**src/rtl/arm_pipeline_ctrl_pkg.sv**
```systemverilog
// ============================================================================
// Module      : arm_pipeline_ctrl_pkg
// Description : Shared types and constants for the ARM pipeline stall/flush
//               controller: stall FSM states, register address width and the
//               program counter register index.
// Revision    : 1.0 - initial release
// ============================================================================
`default_nettype none

package arm_pipeline_ctrl_pkg;

  localparam int RegAddrWidth = 4;

  // R15 is the program counter in the ARM register file.
  localparam logic [RegAddrWidth-1:0] c_R15 = 4'd15;

  typedef enum logic [1:0] {
    RUN      = 2'd0,
    MC_BUSY  = 2'd1,
    MEM_WAIT = 2'd2
  } t_Stall_State;

endpackage

`default_nettype wire

```
**src/rtl/arm_hazard_detect.sv**
```systemverilog
// ============================================================================
// Module      : arm_hazard_detect
// Description : Single-cycle hazard equations used while the pipeline runs
//               freely: load-use stall, pending PC write stall and the
//               Decode/Execute bubble requests.
// Revision    : 1.0 - initial release
// ============================================================================
`default_nettype none

module arm_hazard_detect
  import arm_pipeline_ctrl_pkg::*;
(
  input  logic [RegAddrWidth-1:0] i_ra_1d,
  input  logic [RegAddrWidth-1:0] i_ra_2d,
  input  logic [RegAddrWidth-1:0] i_wa_e,
  input  logic                    i_mem_to_reg_e,
  input  logic                    i_branch_taken_e,
  input  logic                    i_pc_src_d,
  input  logic                    i_pc_src_e,
  input  logic                    i_pc_src_m,
  input  logic                    i_pc_src_w,
  output logic                    o_stall_fetch,
  output logic                    o_stall_decode,
  output logic                    o_flush_decode,
  output logic                    o_flush_execute
);

  logic w_ld_stall;
  logic w_pc_pend;

  // A load in Execute feeding either Decode source cannot be forwarded in time.
  assign w_ld_stall = i_mem_to_reg_e & ((i_wa_e == i_ra_1d) | (i_wa_e == i_ra_2d));

  // An R15 write still in flight means the fetch address is not yet known.
  assign w_pc_pend  = i_pc_src_d | i_pc_src_e | i_pc_src_m;

  assign o_stall_fetch   = w_ld_stall | w_pc_pend;
  assign o_stall_decode  = w_ld_stall;
  assign o_flush_execute = w_ld_stall | i_branch_taken_e;
  assign o_flush_decode  = w_pc_pend | i_pc_src_w | i_branch_taken_e;

endmodule

`default_nettype wire

```
**src/rtl/arm_pipeline_stall_ctrl.sv**
```systemverilog
// ============================================================================
// Module      : arm_pipeline_stall_ctrl
// Description : Stall/flush sequencer for the 5-stage ARM pipeline. Merges
//               single-cycle hazards with freezes for a multi-cycle Execute
//               unit (with timeout) and a data memory ready handshake.
//               Optional macro STALL_PERF_COUNTER_EN enables the saturating
//               stall-cycle performance counter; otherwise it reads 0.
// Revision    : 1.0 - initial release
// ============================================================================
`default_nettype none

module arm_pipeline_stall_ctrl
  import arm_pipeline_ctrl_pkg::*;
#(
  parameter int BusWidth   = 32,
  parameter int MC_TIMEOUT = 64
) (
  input  logic                    i_CLK,
  input  logic                    i_RESET,
  input  logic [RegAddrWidth-1:0] i_RegFile_RA_1D,
  input  logic [RegAddrWidth-1:0] i_RegFile_RA_2D,
  input  logic [RegAddrWidth-1:0] i_RegFile_WA_E,
  input  logic                    i_Mem_To_Reg_Execute,
  input  logic                    i_Branch_Taken_Execute,
  input  logic                    i_PC_Src_D,
  input  logic                    i_PC_Src_E,
  input  logic                    i_PC_Src_M,
  input  logic                    i_PC_Src_W,
  input  logic                    i_MC_Start_Execute,
  input  logic                    i_MC_Done,
  input  logic                    i_Mem_Req_Memory,
  input  logic                    i_Mem_Ready,
  output logic                    o_Stall_Fetch,
  output logic                    o_Stall_Decode,
  output logic                    o_Stall_Execute,
  output logic                    o_Stall_Memory,
  output logic                    o_Flush_Decode,
  output logic                    o_Flush_Execute,
  output logic                    o_Flush_Memory,
  output logic                    o_Flush_WriteBack,
  output logic                    o_MC_Timeout,
  output logic [1:0]              o_State,
  output logic [BusWidth-1:0]     o_Stall_Cycles
);

  localparam logic [1:0] c_ST_RUN      = RUN;
  localparam logic [1:0] c_ST_MC_BUSY  = MC_BUSY;
  localparam logic [1:0] c_ST_MEM_WAIT = MEM_WAIT;

  // Count value held on the last permitted multi-cycle stall cycle.
  localparam logic [7:0] c_MC_LAST = 8'(MC_TIMEOUT - 1);

  logic [1:0] r_state;
  logic [1:0] w_next_state;
  logic [7:0] r_mc_count;
  logic [7:0] w_mc_count_next;

  logic w_hz_stall_fetch;
  logic w_hz_stall_decode;
  logic w_hz_flush_decode;
  logic w_hz_flush_execute;

  logic w_stall_fetch;
  logic w_stall_decode;
  logic w_stall_execute;
  logic w_stall_memory;
  logic w_flush_decode;
  logic w_flush_execute;
  logic w_flush_memory;
  logic w_flush_writeback;
  logic w_mc_timeout;

  arm_hazard_detect u_hazard (
    .i_ra_1d          (i_RegFile_RA_1D),
    .i_ra_2d          (i_RegFile_RA_2D),
    .i_wa_e           (i_RegFile_WA_E),
    .i_mem_to_reg_e   (i_Mem_To_Reg_Execute),
    .i_branch_taken_e (i_Branch_Taken_Execute),
    .i_pc_src_d       (i_PC_Src_D),
    .i_pc_src_e       (i_PC_Src_E),
    .i_pc_src_m       (i_PC_Src_M),
    .i_pc_src_w       (i_PC_Src_W),
    .o_stall_fetch    (w_hz_stall_fetch),
    .o_stall_decode   (w_hz_stall_decode),
    .o_flush_decode   (w_hz_flush_decode),
    .o_flush_execute  (w_hz_flush_execute)
  );

  // Next-state, MC counter and output selection; freezes override hazard terms.
  always_comb begin
    w_next_state      = r_state;
    w_mc_count_next   = r_mc_count;
    w_stall_fetch     = w_hz_stall_fetch;
    w_stall_decode    = w_hz_stall_decode;
    w_stall_execute   = 1'b0;
    w_stall_memory    = 1'b0;
    w_flush_decode    = w_hz_flush_decode;
    w_flush_execute   = w_hz_flush_execute;
    w_flush_memory    = 1'b0;
    w_flush_writeback = 1'b0;
    w_mc_timeout      = 1'b0;

    case (r_state)
      c_ST_RUN: begin
        w_mc_count_next = 8'd0;
        if (i_Mem_Req_Memory && !i_Mem_Ready) begin
          // Memory wait wins over a multi-cycle start; that op retries later.
          w_next_state      = c_ST_MEM_WAIT;
          w_stall_fetch     = 1'b1;
          w_stall_decode    = 1'b1;
          w_stall_execute   = 1'b1;
          w_stall_memory    = 1'b1;
          w_flush_decode    = 1'b0;
          w_flush_execute   = 1'b0;
          w_flush_writeback = 1'b1;
        end else if (i_MC_Start_Execute && !i_MC_Done) begin
          // The start cycle is already the first frozen cycle of the op.
          w_next_state    = c_ST_MC_BUSY;
          w_mc_count_next = 8'd1;
          w_stall_fetch   = 1'b1;
          w_stall_decode  = 1'b1;
          w_stall_execute = 1'b1;
          w_flush_decode  = 1'b0;
          w_flush_execute = 1'b0;
          w_flush_memory  = 1'b1;
        end
      end

      c_ST_MC_BUSY: begin
        if (i_MC_Done) begin
          w_next_state    = c_ST_RUN;
          w_mc_count_next = 8'd0;
        end else begin
          w_stall_fetch   = 1'b1;
          w_stall_decode  = 1'b1;
          w_stall_execute = 1'b1;
          w_flush_decode  = 1'b0;
          w_flush_execute = 1'b0;
          w_flush_memory  = 1'b1;
          if (r_mc_count == c_MC_LAST) begin
            w_mc_timeout    = 1'b1;
            w_next_state    = c_ST_RUN;
            w_mc_count_next = 8'd0;
          end else begin
            w_mc_count_next = r_mc_count + 8'd1;
          end
        end
      end

      c_ST_MEM_WAIT: begin
        if (i_Mem_Ready) begin
          w_next_state = c_ST_RUN;
        end else begin
          w_stall_fetch     = 1'b1;
          w_stall_decode    = 1'b1;
          w_stall_execute   = 1'b1;
          w_stall_memory    = 1'b1;
          w_flush_decode    = 1'b0;
          w_flush_execute   = 1'b0;
          w_flush_writeback = 1'b1;
        end
      end

      default: begin
        w_next_state    = c_ST_RUN;
        w_mc_count_next = 8'd0;
      end
    endcase
  end

  // State and multi-cycle counter registers.
  always_ff @(posedge i_CLK) begin
    if (i_RESET) begin
      r_state    <= c_ST_RUN;
      r_mc_count <= 8'd0;
    end else begin
      r_state    <= w_next_state;
      r_mc_count <= w_mc_count_next;
    end
  end

  // Reset silences every control output immediately, not only after the edge.
  assign o_Stall_Fetch     = ~i_RESET & w_stall_fetch;
  assign o_Stall_Decode    = ~i_RESET & w_stall_decode;
  assign o_Stall_Execute   = ~i_RESET & w_stall_execute;
  assign o_Stall_Memory    = ~i_RESET & w_stall_memory;
  assign o_Flush_Decode    = ~i_RESET & w_flush_decode;
  assign o_Flush_Execute   = ~i_RESET & w_flush_execute;
  assign o_Flush_Memory    = ~i_RESET & w_flush_memory;
  assign o_Flush_WriteBack = ~i_RESET & w_flush_writeback;
  assign o_MC_Timeout      = ~i_RESET & w_mc_timeout;
  assign o_State           = r_state;

`ifdef STALL_PERF_COUNTER_EN
  logic [BusWidth-1:0] r_stall_cycles;

  // Saturating count of cycles in which Fetch was held.
  always_ff @(posedge i_CLK) begin
    if (i_RESET) begin
      r_stall_cycles <= '0;
    end else if (o_Stall_Fetch && (r_stall_cycles != {BusWidth{1'b1}})) begin
      r_stall_cycles <= r_stall_cycles + {{(BusWidth-1){1'b0}}, 1'b1};
    end
  end

  assign o_Stall_Cycles = r_stall_cycles;
`else
  assign o_Stall_Cycles = '0;
`endif

endmodule

`default_nettype wire

```
**config.mk**
```make
export PLATFORM = sky130hd
export DESIGN_NAME = arm_pipeline_stall_ctrl
export DESIGN_NICKNAME = d
export VERILOG_FILES = /design/src/rtl/arm_pipeline_ctrl_pkg.sv /design/src/rtl/arm_hazard_detect.sv /design/src/rtl/arm_pipeline_stall_ctrl.sv
export SDC_FILE = /design/constraint.sdc
export NUM_CORES = 1
export LEC_CHECK = 0
export ABC_CLOCK_PERIOD_IN_PS = 1500
export CORE_ASPECT_RATIO = 0.7
export CORE_MARGIN = 2
export CORE_UTILIZATION = 25
export DETAILED_ROUTE_END_ITERATION = 7
export PLACE_DENSITY = 0.66
export SLEW_MARGIN = 0
export SYNTH_ARGS = -nofsm -noshare
export SYNTH_HDL_FRONTEND = slang
export SYNTH_HIERARCHICAL = 1
export SYNTH_SLANG_ARGS = --single-unit
```
**constraint.sdc**
```tcl
create_clock -name i_CLK -period 1.5 [get_ports i_CLK]
set_clock_uncertainty 0.1 [all_clocks]
set_input_delay 0.225 -clock i_CLK [delete_from_list [all_inputs] [get_ports i_CLK]]
set_output_delay 0.225 -clock i_CLK [all_outputs]
set_load 0.01 [all_outputs]
```
# Word-level counts from Yosys, hierarchy flattened
# Cells that the tools add are included.
[totals] register_bits=10 input_bits=24 elab_cells=77
[classes] addsub=1 n_eq_ne=8 n_mux=43 bitwise=17 n_reduce_logical=6
[ops] cell="$mux 1" count=27
[ops] cell="$pmux 8 s3" count=1
[ops] cell="$mux 8" count=2
[ops] cell="$pmux 1 s3" count=5
[ops] cell="$mux 2" count=5
[ops] cell="$and 1x1->1" count=9
[ops] cell="$add 8x1->8 const B" count=1
[ops] cell="$eq 4x4->1" count=2
[ops] cell="$eq 8x6->1 const B" count=1
[ops] cell="$or 1x1->1" count=7
[ops] cell="$ne 3x3->1 const B" count=2
[ops] cell="$pmux 2 s3" count=1
[ops] cell="$pmux 1 s2" count=2
[ops] cell="$reduce_and 3->1" count=1
[ops] cell="$eq 2x1->1 const B" count=1
[ops] cell="$eq 2x2->1 const B" count=1
[ops] cell="$logic_and 1x1->1" count=2
[ops] cell="$logic_not 1->1" count=2
[ops] cell="$logic_not 2->1" count=1
[ops] cell="$ne 2x2->1 const B" count=1
[ops] cell="$not 1->1" count=1

# Logic depth before layout (Yosys ltp)
[depth] ltp_word=8 mapped_depth=7

# Cells and area by module
# The synthesis kept the hierarchy.
[modules_own_cells] mod="arm_pipeline_stall_ctrl" instances=1 cells_per_inst=120 area_per_inst_um2=922.1 seq_area_each_um2=200.2
[modules_own_cells] mod="arm_hazard_detect" instances=1 cells_per_inst=17 area_per_inst_um2=113.9 seq_area_each_um2=0.0

# Worst setup path before layout
# OpenSTA, ideal clock, no wires.
[synth_timing] path_type="reg-to-output" start="register r_state[0], in the netlist o_State[0]" end="output port o_Stall_Memory" t_arrival_ns=1.477 path_slack_ns=-0.302 path_stages_with_launch=7 path_buffers=2 cell_sequence="dfxtp_1 -> inv_1 -> ha_1 -> clkbuf_1 -> a21oi_1 -> nor3_1 -> buf_4"
[synth_via] elab_chain_cells=3 word_cells_on_any_way=4 cone_classes="1 x eq/ne; 1 x mux; 1 x bitwise; 1 x reduce/logical"
[synth_rtl] element="start: declaration" line="arm_pipeline_stall_ctrl.sv:53" text="logic [1:0] r_state;"
[synth_rtl] element="start signal: assignment" line="arm_pipeline_stall_ctrl.sv:174" text="r_state <= c_ST_RUN;"
[synth_rtl] element="start signal: assignment" line="arm_pipeline_stall_ctrl.sv:177" text="r_state <= w_next_state;"
[synth_rtl] element="$eq 2x2->1 or $logic_not 2->1 (tied branches)"
[synth_rtl] element="$pmux 1 s2 (*)"
[synth_rtl] element="$and 1x1->1 (*)"
[synth_rtl] element="end: declaration" line="arm_pipeline_stall_ctrl.sv:36" text="output logic o_Stall_Memory,"
# Every way passes the cells marked *; elsewhere a longest branch is shown, timed or not.

# Worst setup path after layout
[layout_timing] start="register r_state[0], in the netlist o_State[0]" end="output port o_Flush_Decode"
[layout_via] elab_chain_cells=3 word_cells_on_any_way=5 cone_classes="2 x eq/ne; 1 x mux; 1 x bitwise; 1 x reduce/logical"
[layout_rtl] element="$eq 2x2->1 (tied with other cells)" line="arm_pipeline_stall_ctrl.sv:103" text="case (r_state)"
[layout_rtl] element="$pmux 1 s3 (*)" line="arm_pipeline_stall_ctrl.sv:103"
[layout_rtl] element="$and 1x1->1 (*)" line="arm_pipeline_stall_ctrl.sv:187" text="assign o_Flush_Decode = ~i_RESET & w_flush_decode;"
[layout_rtl] element="end: declaration" line="arm_pipeline_stall_ctrl.sv:37" text="output logic o_Flush_Decode,"
# Marked as above.

==> flow_summary.yaml <==
routing:
  drtAntennaViolNets: 0
  drt-pass1-iter-count: 4
  drc: 0
  wl_per_cell_um: 11.2
  drtIter0Drc: 40
  drt-total-wl_mm: 2.84
  vias: 1032
  via_per_inst: 4.08
power:
  p_leak_nw: 0.797
  power_per_cell_area_mw_per_mm2: 573
  seqPwrFrac_pct: 28.0
  peakVddDrop_uv: 249
  power_frac_clock_pct: 28.4
  finalPower_mw: 0.994
  power.internal_mw: 0.670
  p_switching_mw: 0.324
  power_frac_comb_pct: 43.5
  p_sw_share_pct: 32.6
cells_and_area:
  drive_above_1_share_pct: 38.3
  layout.cells.non_filler: 253
  fillCellCount: 398
  antennaDiodeCount: 0
  layout-area-overhead-vs-synth_pct: 67.5
  layout.nets: 231
  fin_util_pct: 44.0
floorplan:
  die_area_mm2: 0.00468
  coreArea_mm2: 0.00395
  initial_utilization_pct: 26.3
  fp.dieW_um: 80.9
  die_h_um: 57.9
  rows: 19
  boundaryPins: 67
timing:
  setup_viol: 19
  fin_crit_ns: 1.84
  fin_ws_ns: -0.342
  post-route-period-util_pct: 123
  slew_viol_final: 0
  max_clock_freq_mhz: 543
  setup_tns_ns: -4.22
  finalHoldViolations: 0
  rsz0062_at_grt: "true"
logic_synthesis:
  yosysTopAreaCell: "buf_4"
  synth_common_cells: "buf_4, nor2_1, xor2_1, nand2_1, dfxtp_1"
  seq_area_frac_synth_pct: 19.3
  netlist_instances: 137
  synth_area_leaders: "buf_4, dfxtp_1, xor2_1"
  ys_types: 35
  synth.avg_cell_area_um2: 7.56
  synth_edf_count: 0
  synthFlopType: "dfxtp_1"
  synth_top_area_share_pct: 23.9
  async_reset_ff_share_pct: 0
  synth_seq_cells: 10
  yosysMostFrequentCell: "buf_4"
  synth_area_mm2: 0.00104
  ys_warn_count: 6
clock_tree:
  cts_root_buffer: "clkbuf_8"
  clk_path_buf_depth: 2
  cts_sinks: 10
  path_clk_slew_ns: 0.05
  ctsHoldBuffers: 0
  h-tree-depth: 1
  cts_tree: "done"
  clk_latency_ns: 0.23
  numCtsBuffers: 3
critical_path:
  worstSetupEndpointType: "output pin"
  worst_ep_arrival_time_ns: 1.52
  crit_chain: "inv_4 > ha_4 > mux2_4 > a21oi_4 > a21oi_2 > and2_4 > buf_6"
  cp_slowest_cell: "dfxtp_4"
  cp-start-kind: "flip-flop"
  crit_type: "reg2out"
  regToRegSetupSlack_ns: -0.33
  required_ns: 1.17
  critPathMaxFanout: 2
  max_stage_delay_ns: 0.35
placed_design:
  io_buffer_count: 34
  hpwl_mm: 2.17
  place_ws_ns: -0.865
  place_congestion: 0.790
  dp.cells: 243
global_routing:
  grt_pass1_wl_mm: 4.23
  overflow: 0
  antenna_found_initial: 0
  grt.total_usage_pct: 11.4
  grt_pass1_vias: 884
  grt_max_degree: 12
run:
  drv_cap: 0
min_path:
  holdCritPathClass: "reg2reg"
outcome:
  failed_checks: "negative setup slack"
  status: "finished, violations left"
[worst paths after layout]
kind / from / end / cells after the start
max reg2reg: o_State[0] / o_State[0] / 7
min: r_mc_count[1] / r_mc_count[1] / 2
min reg2reg: r_mc_count[1] / r_mc_count[1] / 2
max: o_State[0] / o_Flush_Decode / 7
[worst max-delay path, delay by kind of cell, from the launching register on]
| family | cells | cell delay (ns) |
|---|---|---|
| fa+ha+maj | 1 | 0.15 |
| flops | 1 | 0.35 |
| compound gates | 2 | 0.19 |
| buf+inv | 2 | 0.15 |
| simple gates | 1 | 0.14 |
| mux | 1 | 0.30 |
[repair_timing]
action / CTS / global route
setup endpoints to repair: 21 / 19
pin swaps: 12 / 10
setup buffers: 5 / 1
gates resized for setup: 69 / 15
[flip-flops by register name (all words and copies together) (netlist names)]
register / cells
o_State: 2
r_mc_count: 8
[final cells by class]
| cell class | count | area [µm²] | share of cell area [%] |
|---|---|---|---|
| inverters | 5 | 21.3 | 1.23 |
| well taps | 52 | 65.1 | 3.75 |
| clock inverters | 1 | 3.75 | 0.216 |
| clock buffers | 3 | 41.3 | 2.38 |
| repair buffers | 65 | 538 | 31.0 |
| multi-input cells | 117 | 856 | 49.3 |
| flip-flops and latches | 10 | 210 | 12.1 |
[stage by stage]
stage | hold slack, ns | cell area [µm²]
after floorplan | 0.301 | 1220
after global placement | 0.368 | 1550
after detailed placement | 0.387 | 1550
after CTS | 0.387 | 1650
after global routing | 0.402 | 1740
final | 0.388 | 1740
[power groups by stage]
| stage | registers [mW] | logic (mW) | clock network [mW] |
|---|---|---|---|
| 3_5_place_dp | 0.283 | 0.369 | 0 |
| 5_1_grt | 0.279 | 0.466 | 0.312 |
| 6_report | 0.279 | 0.433 | 0.283 |
| 3_3_place_gp | 0.283 | 0.367 | 0 |
| 2_1_floorplan | 0.286 | 0.247 | 0 |
| 4_1_cts | 0.278 | 0.380 | 0.293 |
[placed cells by master (no fill, tap or decap), types with 3 or more instances in the layout]
cell type,instances
a21oi_2,3
inv_1,3
clkdlybuf4s15_1,3
nand3_1,6
dlygate4sd2_1,11
buf_4,28
nand2_1,10
conb_1,32
buf_2,7
a21oi_4,3
dfxtp_1,6
xor2_1,12
nor2_1,11
clkdlybuf4s50_1,11
ha_4,3
buf_6,5
clkbuf_8,3
[routing by layer]
| metal | share of wire [%] | up-vias | global-route usage, % |
|---|---|---|---|
| li1 | - | 523 | - |
| met1 | 46 | 472 | 15.7 |
| met2 | 47 | 31 | 18.3 |
| met3 | 5.5 | 6 | 2.34 |
| met4 | 1.7 | 0 | 2.91 |
| met5 | 0 | - | 0 |
[cell families after synthesis]
group | count (synthesis) | synth area share [%]
compound gates | 16 | 9.78
other cells | 1 | 0.362
flops | 10 | 19.3
buf+inv | 41 | 26.9
fa+ha+maj | 5 | 6.04
simple gates | 49 | 24.6
xor+xnor | 14 | 11.8
mux | 1 | 1.09
Note: power is estimated with default switching activity, not from simulation.
==> edit 1 (same settings) <==
`BusWidth`: 32 -> 40.
--- a/src/rtl/arm_pipeline_stall_ctrl.sv
+++ b/src/rtl/arm_pipeline_stall_ctrl.sv
@@ -13,5 +13,5 @@
   import arm_pipeline_ctrl_pkg::*;
 #(
-  parameter int BusWidth   = 32,
+  parameter int BusWidth   = 40,
   parameter int MC_TIMEOUT = 64
 ) (
Ports: changed (resized o_Stall_Cycles); port bits go from 67 to 75. The function was not compared with the original's and may differ.
==> edit 1 against the original RTL <==
The flow still finishes with violations (setup timing). Routed wire length is 1.3% lower. Sequential cell count stayed put. Cell area fell by 0.14%. Worst hold slack gained 0.029 ns. Via count about the same. Clock power rose by 4%. Synthesized cell count is 5.8% higher. Power fell by 1.7%. Synthesized area grew 5.8%. Critical endpoint unchanged. Critical path depth stayed put. Setup slack worse by 0.0041 ns.
==> edit 1: results (changes against the original RTL) <==
run status finished, violations left; failing checks setup timing; Fillers 426 (+7.0%); routed wire length 2800 um (-1.3%); synth cell count leaders buf_4, nor2_1, xor2_1, nand2_1, dfxtp_1; DR vias 1033 (+0.097%); WL met1 1310 um (+0.54%); vias in the first global route 898 (+1.6%); first-pass GRT wire length 4270 um (+0.99%); routing usage on met2 18.2% (-0.097 points); DR iter-0 viols 76 (+90%); DRT Pass-1 Iters 4 (unchanged); Post-Synth Adder-Cell Area 5.71% (-0.33 points); placed instance area 1530 sq um (-1.2%); Seq. cell area 210 sq um (unchanged); mux cell area share after synthesis 1.03% (-0.060 points); sequential fraction of the synthesis area 18.3% (-1.1 points); Worst VDD drop 0.199 mV (-20%); Gate Count Post-Synth 145 (+5.8%); Switching Fraction 33.3% (+0.63 points); nets@finish 234 (+1.3%); met3 routed WL 132 um (-15%); routing usage on met3 2.51% (+0.17 points); worst r2r src r_mc_count[0]$_SDFFE_PP0P_; actual transition at the worst max-transition pin 0.495 ns; top post-synthesis cells by area buf_4, dfxtp_1, xor2_1; Inst Count DP 247 (+1.6%); hold_sp r_mc_count[5]$_SDFFE_PP0P_; met2 wire len 1350 um (+1.1%); endpoints failing setup 19 (unchanged); XOR/XNOR share of the synthesized area 11.2% (-0.65 points); dpl ws -0.865 ns (-0.000588 ns); setup TNS -3.33 ns (+0.890 ns); Synth Area in Compound Gates 9.25% (-0.54 points); CP max FO 3 (+1); detailed placement HPWL 2100 um (-3.2%); share of layout cells above drive strength 1 39.7% (+1.4 points); All-Layer GR Usage 10.7% (-0.72 points); final worst slack -0.347 ns (-0.00410 ns)
-- edit 1: changes by cell type after synthesis --
cell | before | now
buf_4 | 33 | 41
-- edit 1: power groups by stage --
stage	Sequential, mW	Clock [mW]	Combinational, mW
3_3_place_gp	0.284	0	0.360
3_5_place_dp	0.284	0	0.361
4_1_cts	0.279	0.301	0.367
5_1_grt	0.280	0.314	0.436
6_report	0.280	0.295	0.402
2_1_floorplan	0.286	0	0.271
-- edit 1: path summary, 6_finish.rpt --
| kind | to | slack, ns | cells past startpoint |
|---|---|---|---|
| worst max register to register | o_State[0]$_SDFFE_PP0P_ | -0.23 | 6 |
| worst max-delay path | o_Flush_Decode | -0.35 | 7 |
| worst min register to register | r_mc_count[5]$_SDFFE_PP0P_ | 0.42 | 2 |
| worst min-delay path | r_mc_count[5]$_SDFFE_PP0P_ | 0.42 | 2 |
-- edit 1: cell type report --
type	count	share of cell area, %
tap	55	3.97
clock buffer	4	2.60
multi-input combinational	125	51.0
inverter	5	1.23
sequential	10	12.1
timing repair buffer	60	29.0
==> edit 2 (same flow settings) <==
Without the edit above. Register the output `o_MC_Timeout`, with the module's reset; this adds one clock of latency there. The other outputs are not delayed to match.
--- a/src/rtl/arm_pipeline_stall_ctrl.sv
+++ b/src/rtl/arm_pipeline_stall_ctrl.sv
@@ -189,5 +189,11 @@
   assign o_Flush_Memory    = ~i_RESET & w_flush_memory;
   assign o_Flush_WriteBack = ~i_RESET & w_flush_writeback;
-  assign o_MC_Timeout      = ~i_RESET & w_mc_timeout;
+  always_ff @(posedge i_CLK) begin
+    if (i_RESET) begin
+      o_MC_Timeout <= '0;
+    end else begin
+      o_MC_Timeout <= ~i_RESET & w_mc_timeout;
+    end
+  end
   assign o_State           = r_state;
 
Behaviour: same outputs for any inputs over 10 cycles, from zero or initial values and one cycle with i_RESET high; that may be too few to reach the edited logic, so the function may still have changed.
==> edit 2 against the original RTL <==
Routed wire length is 1.5% lower. Power is 3.1% higher. Setup slack worse by 0.019 ns. The run still ends with setup timing left. Sequential cell count is 1 higher. Cell area is 4.4% higher. Sequential power is 9.7% higher. Clock power is 4% higher. Synthesized area is 4.8% higher.
==> edit 2: results (changes against the original RTL) <==
run status finished, violations left; failing checks setup timing; DR vias 1028 (-0.39%); CTS buffer count 3 (unchanged); CP top delay family flip-flops; Hold WS 0.461 ns (+0.0731 ns); CTS clk-pin slew, worst paths 0.05 ns (about the same); Gate Count Post-Synth 139 (+1.5%); Synth Flop Type dfxtp_1; dpl ws -0.855 ns (+0.00957 ns); initial antenna violation count 0 (unchanged); most numerous cell in the Yosys netlist buf_4; Pint 700 uW (+4.5%); CP peak stage delay 0.36 ns; Via density 3.98 (-2.3%); R2R cell count 6 (-1); Fillers 413 (+3.8%); largest net degree at the start of global routing 11 (-1); nets@finish 233 (+0.87%); CP arrival 1.54 ns (+0.02 ns); Ys Warns 6 (unchanged); share of layout cells above drive strength 1 41.9% (+3.6 points); XOR/XNOR share of the synthesized area 10.5% (-1.4 points); gpl congestion 0.772 (-2.3%); synth cell count leaders buf_4, nand2_1, nor2_1, dfxtp_1, xor2_1; total congestion overflow 0 (unchanged); Port Buffer Count 34 (unchanged); final worst slack -0.362 ns (-0.0192 ns); Worst VDD drop 0.288 mV (+16%); static leakage 0.811 nW (+1.7%); CTS root buf clkbuf_8; Fin. Hold Viols 0 (unchanged); Unique masters post-synth 38 (+8.6%); DRT Pass-1 Iters 3 (-1); Synth Area in Compound Gates 10.1% (+0.36 points); worst min-delay path class reg -> reg; endpoints failing setup 17 (-2); clock latency on the worst-skew pair 0.24 ns; Inst Count DP 246 (+1.2%); Routed WL per cell 10.8 um (-3.4%); R2R Setup Slk -0.24 ns (+0.09 ns); Max Buffers Root-to-Sink 2 (unchanged); Slowest-stage cell, CP dfxtp_4; sequential fraction of the synthesis area 20.3% (+0.95 points); top post-synthesis cells by area buf_4, dfxtp_1, xor2_1; FFs w/ async S/R, synth 0% (unchanged); Most flops, register r_mc_count; ant diodes 0 (unchanged); vias in the first global route 967 (+9.4%); DR iter-0 viols 27 (-33%); All-Layer GR Usage 11.8% (+0.40 points); mux cell area share after synthesis 1.04% (-0.050 points); first-pass GRT wire length 4380 um (+3.6%); Post-Synth Adder-Cell Area 5.76% (-0.28 points); detailed placement HPWL 2140 um (-0.98%)
## edit 2: layout make-up
class	instances	area [sq um]	area share [%]
Multi-Input combinational cell	120	906	50.0
Timing Repair Buffer	64	543	30.0
Sequential cell	11	229	12.6
Tap cell	55	68.8	3.80
Clock buffer	4	45.0	2.49
Inverter	4	20.0	1.10
## edit 2: power groups by stage
stage	sequential [mW]	combinational, mW	clock [mW]
global route	0.306	0.460	0.318
detailed placement	0.311	0.363	0
floorplan	0.314	0.250	0
CTS	0.305	0.378	0.309
global placement	0.311	0.361	0
finish	0.306	0.424	0.295
## edit 2: final timing paths
check                                   from                         end
hold reg to reg   r_mc_count[7]$_SDFFE_PP0P_  r_mc_count[7]$_SDFFE_PP0P_
setup / recovery     o_State[0]$_SDFFE_PP0P_              o_Flush_Decode
hold / removal    r_mc_count[7]$_SDFFE_PP0P_  r_mc_count[7]$_SDFFE_PP0P_
setup reg to reg     o_State[0]$_SDFFE_PP0P_     o_State[0]$_SDFFE_PP0P_
## edit 2: tightest hold or removal path: stages, from the launching register on
cell     delay (ns)
dfxtp_1        0.34
xnor2_1        0.15
nor2_1         0.04
## edit 2: cell families after synthesis
| family | Yosys count |
|---|---|
| buffers and inverters | 39 |
| other | 1 |
| muxes | 1 |
| xor gates and xnor gates | 13 |
| and+or+nand+nor | 51 |
| AOI/OAI and AO/OA | 18 |
| DFF | 11 |
| adders and majority gates | 5 |
## edit 2: routing by layer
| metal | global-route usage [%] | up-vias | wire, um |
|---|---|---|---|
| met1 | 15.9 | 466 | 1260 |
| met4 | 2.81 | 0 | 32 |
| li1 | - | 536 | - |
| met2 | 18.7 | 22 | 1370 |
| met3 | 3.51 | 4 | 131 |
| met5 | 0 | - | 0 |
## edit 2: metrics by stage
stage / TNS (ns) / power, mW / cell area, sq um
after floorplan: -0.0661 / 0.564 / 1260
after global placement: -9.38 / 0.671 / 1570
after detailed placement: -9.23 / 0.673 / 1570
after CTS: -3.49 / 0.992 / 1700
after global routing: -4.72 / 1.08 / 1810
final: -3.51 / 1.02 / 1810
## edit 2: what timing repair did
| item | CTS | global route |
|---|---|---|
| hold buffers | 0 | 0 |
| resized for setup | 73 | 22 |
| pin swaps | 21 | 14 |
| setup endpoints to repair | 21 | 19 |
| setup buffers | 5 | 4 |
